===== src/rtl/music_pkg.sv =====
// Shared widths, types and FSM state encodings for the song sequencer.
package music_pkg;
    localparam int NOTE_W  = 6;
    localparam int DUR_W   = 6;
    localparam int ADDR_W  = 5;
    localparam int END_DUR = 0;

    typedef logic [1:0] song_t;
    typedef logic [2:0] state_t;

    localparam state_t RDY    = 3'd0;
    localparam state_t LOOKUP = 3'd1;
    localparam state_t EMIT   = 3'd2;
    localparam state_t WAIT   = 3'd3;
    localparam state_t HALT   = 3'd4;
endpackage


===== src/rtl/song_rom.sv =====
// Synchronous-read note ROM, one word of {note, duration} per {song, index}.
// The image named "song_rom.hex" is held as a decode table so the ROM needs no load step.
module song_rom #(
    parameter int    NOTE_W   = 6,
    parameter int    DUR_W    = 6,
    parameter int    ADDR_W   = 5,
    parameter string ROM_FILE = "song_rom.hex"
) (
    input  logic                      clk,
    input  logic                      reset,
    input  logic                      rd_en,
    input  logic [ADDR_W+1:0]         addr,
    output logic [NOTE_W+DUR_W-1:0]   data
);
    // Unknown image names read back as all end markers, so playback halts at once.
    localparam bit BUILTIN = (ROM_FILE == "song_rom.hex");

    function automatic logic [NOTE_W+DUR_W-1:0] image(input logic [ADDR_W+1:0] a);
        logic [1:0]        s;
        logic [ADDR_W-1:0] i;
        logic [NOTE_W-1:0] n;
        logic [DUR_W-1:0]  d;
        s = a[ADDR_W+1:ADDR_W];
        i = a[ADDR_W-1:0];
        n = '0;
        d = '0;
        case (s)
            2'd0: begin
                if (i < ADDR_W'(3)) begin
                    n = NOTE_W'(32'h10 + 32'(i));
                    d = DUR_W'(32'd4 + 32'(i));
                end
            end
            2'd1: begin
                n = NOTE_W'(32'h20 + 32'(i));
                d = DUR_W'(2);
            end
            default: ;
        endcase
        return {n, d};
    endfunction

    always_ff @(posedge clk) begin
        if (reset)
            data <= '0;
        else if (rd_en)
            data <= BUILTIN ? image(addr) : '0;
    end
endmodule


===== src/rtl/song_reader.sv =====
// Note sequencer: walks the selected song in the ROM and hands notes to the
// note player over a new_note / note_done handshake.
//   state  | meaning
//   RDY    | idle between notes, waits for play
//   LOOKUP | ROM read of {song, idx}
//   EMIT   | ROM word valid; pulse new_note, or song_done on an end marker
//   WAIT   | note playing, waits for note_done
//   HALT   | song finished, waits for reset_play
module song_reader #(
    parameter int    NOTE_W   = music_pkg::NOTE_W,
    parameter int    DUR_W    = music_pkg::DUR_W,
    parameter int    ADDR_W   = music_pkg::ADDR_W,
    parameter string ROM_FILE = "song_rom.hex"
) (
    input  logic              clk,
    input  logic              reset,
    input  logic              play,
    input  logic [1:0]        song,
    input  logic              reset_play,
    input  logic              note_done,
    output logic              new_note,
    output logic [NOTE_W-1:0] note,
    output logic [DUR_W-1:0]  duration,
    output logic              song_done
);
    import music_pkg::*;

    state_t                   state;
    logic [ADDR_W-1:0]        idx;
    logic                     done_q;
    logic                     rd_en;
    logic                     end_mark;
    logic [NOTE_W+DUR_W-1:0]  rom_q;
    song_t                    song_sel;

    assign song_sel = song;
    assign note     = rom_q[NOTE_W+DUR_W-1:DUR_W];
    assign duration = rom_q[DUR_W-1:0];
    assign end_mark = (duration == DUR_W'(END_DUR));

    // A restart suppresses everything else in its cycle, including the ROM load.
    assign rd_en     = (state == LOOKUP) && !reset_play;
    assign new_note  = (state == EMIT) && !end_mark && !reset_play;
    assign song_done = !reset_play && (done_q || ((state == EMIT) && end_mark));

    song_rom #(
        .NOTE_W   (NOTE_W),
        .DUR_W    (DUR_W),
        .ADDR_W   (ADDR_W),
        .ROM_FILE (ROM_FILE)
    ) u_rom (
        .clk   (clk),
        .reset (reset),
        .rd_en (rd_en),
        .addr  ({song_sel, idx}),
        .data  (rom_q)
    );

    always_ff @(posedge clk) begin
        if (reset) begin
            state  <= RDY;
            idx    <= '0;
            done_q <= 1'b0;
        end else begin
            done_q <= 1'b0;
            if (reset_play) begin
                state <= RDY;
                idx   <= '0;
            end else begin
                case (state)
                    RDY:    if (play) state <= LOOKUP;
                    LOOKUP: state <= EMIT;
                    EMIT: begin
                        if (end_mark) begin
                            idx   <= '0;
                            state <= HALT;
                        end else begin
                            state <= WAIT;
                        end
                    end
                    WAIT: begin
                        if (note_done) begin
                            if (idx == '1) begin
                                idx    <= '0;
                                done_q <= 1'b1;
                                state  <= HALT;
                            end else begin
                                idx   <= idx + 1'b1;
                                state <= RDY;
                            end
                        end
                    end
                    HALT:    ;
                    default: state <= RDY;
                endcase
            end
        end
    end
endmodule


===== config.mk =====
export PLATFORM = sky130hd
export DESIGN_NAME = song_reader
export DESIGN_NICKNAME = d
export VERILOG_FILES = /design/src/rtl/music_pkg.sv /design/src/rtl/song_rom.sv /design/src/rtl/song_reader.sv
export SDC_FILE = /design/constraint.sdc
export NUM_CORES = 1
export LEC_CHECK = 0
export BUFFER_PORTS_ARGS = -buffer_cell sky130_fd_sc_hd__buf_2
export CAP_MARGIN = 15
export CORE_MARGIN = 8
export CORE_UTILIZATION = 55
export CTS_BUF_LIST = sky130_fd_sc_hd__clkbuf_8
export DETAILED_ROUTE_END_ITERATION = 10
export PLACE_DENSITY = 0.81
export SLEW_MARGIN = 20
export SYNTH_ARGS = -nofsm -noshare
export SYNTH_HDL_FRONTEND = slang
export SYNTH_SLANG_ARGS = --single-unit

===== constraint.sdc =====
create_clock -name clk -period 2.13 [get_ports clk]
set_clock_uncertainty 0.05 [all_clocks]
set_input_delay 0.1065 -clock clk [delete_from_list [all_inputs] [get_ports clk]]
set_output_delay 0.1065 -clock clk [all_outputs]
set_load 0.05 [all_outputs]

==> flow_summary.yaml <==
status:
  status: "completed"
setup_path:
  path_buf_inv: 1
  timing.rr.start: "idx[0]"
  worstSetupStartpoint: "u_rom.data[0]"
  cpPeakStageDelay_ps: 600
  end_kind: "output pin"
  worst-path-max-fanout: 3
  slowest_stage: "or4_1"
  crit_chain: "or4_1 > o31a_1 > nor3b_2 > buf_2"
  cpLargestDelayFamily: "simple AND/OR/NAND/NOR gates"
  cp.arrival_ps: 1870
  r2r_slack_ps: 240
  critPathRequiredTime_ps: 1970
  r2r_cells: 6
  startpoint_type: "flop"
  timing.rr.end: "idx[2]"
  crit_type: "reg2out"
layout:
  antenna_cells: 0
  final-seq-area_sq_um: 420
  syn_to_final_growth_pct: 17.5
  drive_gt1_share_pct: 24.3
  final_nets: 147
  nFillCells: 157
  multi_input_area_sq_um: 566
floorplanning:
  fp.dieW_um: 58.7
  core_area_sq_mm: 0.00173
  io_pins: 21
  rows: 15
  start_util_pct: 58.0
  die_h_um: 58.7
  die_area_sq_mm: 0.00344
timing:
  final.period_utilization_pct: 95.3
  finalSetupTns_ps: 0
  final_hold_viol_count: 0
  slew_violations: 0
  relSlewSlack_pct: 60.7
  fmax_mhz: 493
  rsz0062_at_grt: "false"
  finalSetupViolCount: 0
  worst_pin_slew_ps: 583
  fin_crit_ps: 2030
cts:
  cts_tree: "done"
  insertion_delay_ps: 260
  numCtsBuffers: 3
  clockBufferDepth: 2
  path_clk_slew_ps: 80
  hold_buffers: 0
  cts_setup_buffers: 0
  cts-htree-levels: 1
  cts_resized: 0
  cts.sinks: 21
  ctsRootBufferMaster: "clkbuf_8"
yosys:
  synth_top_family_by_area: "simple AND/OR/NAND/NOR gates"
  async_flop_share_pct: 0
  yosysSeqAreaShare_pct: 41.9
  yosysUniqueCellTypes: 32
  ys_seq_elements: 21
  synth.avg_cell_area_sq_um: 8.57
  synth-edff-count: 0
  synth-xor-area-share_pct: 0.874
  synth_compound_area_share_pct: 21.1
  netlist_area_sq_mm: 0.00100
  yosys.area_share.simple_pct: 27.8
  synth_top_flop_cell: "dfxtp_1"
  syn_inst: 117
  synth_nets: 127
  synth_mux_area_share_pct: 0.999
  synth-warning-count: 0
  synth_adder_area_share_pct: 3.75
drt:
  vias_per_cell: 5.83
  routed_wl_um: 2440
  drt-pass1-iter-count: 4
  ant_nets: 0
  drt_iter0_drc: 21
  drc: 0
  num_vias: 939
  wl_per_cell_um: 15.2
power_and_ir_drop:
  irDropWorstVdd_mv: 0.419
  leakagePower_uw: 0.000462
  finalPower_uw: 711
  p_per_area_mw_per_mm2: 604
global_route:
  busiest_layer: "met2"
  grtUsageMet2_pct: 23.8
  met1_usage_pct: 18.5
  grt_max_degree: 15
  grt_util_met3_pct: 2.39
  globalRoute.totalOverflow: 0
  antenna_found_initial: 0
  grt_pass1_wl_um: 4000
  grt_usage_pct: 14.6
  grt_pass1_vias: 905
run:
  drv_cap: 0
placed_design:
  io_buffers: 20
  gp_routability_congestion: 0.932
  hpwl_um: 1770
hold_path:
  min_path_type: "in2reg"
  hold_depth: 2
  whs_endpoint: "u_rom.data[4]"
  hp-start: "reset"
## area by class of cell
type                       count  share of cell area, %
multi-input combinational     89                   48.0
clock inverter                 1                  0.425
clock buffer                   3                   3.51
tap                           25                   2.66
timing repair buffer          21                   9.35
inverter                       1                  0.319
sequential                    21                   35.7
## cells in the final DEF (no fill, tap or decap), drive strengths merged
cell     count
o41a         1
nand2       15
nand3        4
o21ai        5
mux2i        1
nor2b        2
buf         20
a2111oi      1
xor2         1
a311oi       1
o211ai       2
a22oi        4
clkinv       1
and3         2
nor2        11
nand2b       2
o31a         1
or2          1
or4          2
a21oi       14
or4b         1
a31oi        1
inv          1
dfxtp       21
ha           3
clkbuf       4
nor3         4
and2         2
nor3b        4
nor4         3
o2bb2ai      1
## worst max path at each step
stage / cells past startpoint / to / slack (ps)
2_1_floorplan: 4 / song_done / 130
3_3_place_gp: 6 / idx[2] / 270
3_5_place_dp: 6 / idx[2] / 200
4_1_cts: 5 / song_done / 30
5_1_grt: 5 / song_done / 10
6_report: 4 / new_note / 100
## where the power goes
group / switching (uW) / internal [uW]
Combinational: 33.7 / 16.1
Sequential: 2.07 / 394
Clock: 134 / 130
## synth_stat cells (2+ instances only)
cell	instances	area, sq um
a21oi_1	14	70.1
o211ai_1	2	15.0
dfxtp_1	21	420
nor3b_1	4	30.0
and3_1	2	12.5
a22oi_1	4	30.0
or4_1	2	15.0
nand2b_1	2	12.5
nor3_1	4	20.0
nand3_1	4	20.0
o21ai_0	5	25.0
ha_1	3	37.5
clkbuf_1	4	15.0
nor2_1	10	37.5
and2_1	2	12.5
nor2b_1	2	12.5
nor4_1	3	18.8
nand2_1	15	56.3
## routing by layer
metal / vias up / part of all wire (%)
li1: 464 / -
met1: 447 / 45
met4: 0 / 0.98
met2: 26 / 49
met5: - / 0
met3: 2 / 4.9
## stage by stage
stage	instances	utilization [%]	hold WS [ps]	cell area [sq um]	setup slack, ps
after floorplan	117	-	126	1010	132
after global placement	157	64.7	386	1120	270
after detailed placement	157	64.7	392	1120	196
after CTS	161	67.4	125	1160	27.7
after global routing	161	68.2	158	1180	12.4
final	161	68.2	125	1180	100
## registers in the layout, summed over array words and instances, names as in the netlist
name and cells:
idx 5, done_q 1, u_rom.data 12, state 3
## kinds of logic after synthesis
group | Yosys count
and+or+nand+nor | 53
AOI/OAI and AO/OA | 31
buffers and inverters | 7
DFF | 21
xor gates and xnor gates | 1
adders and majority gates | 3
muxes | 1
Note: power is estimated with default switching activity, not from simulation.
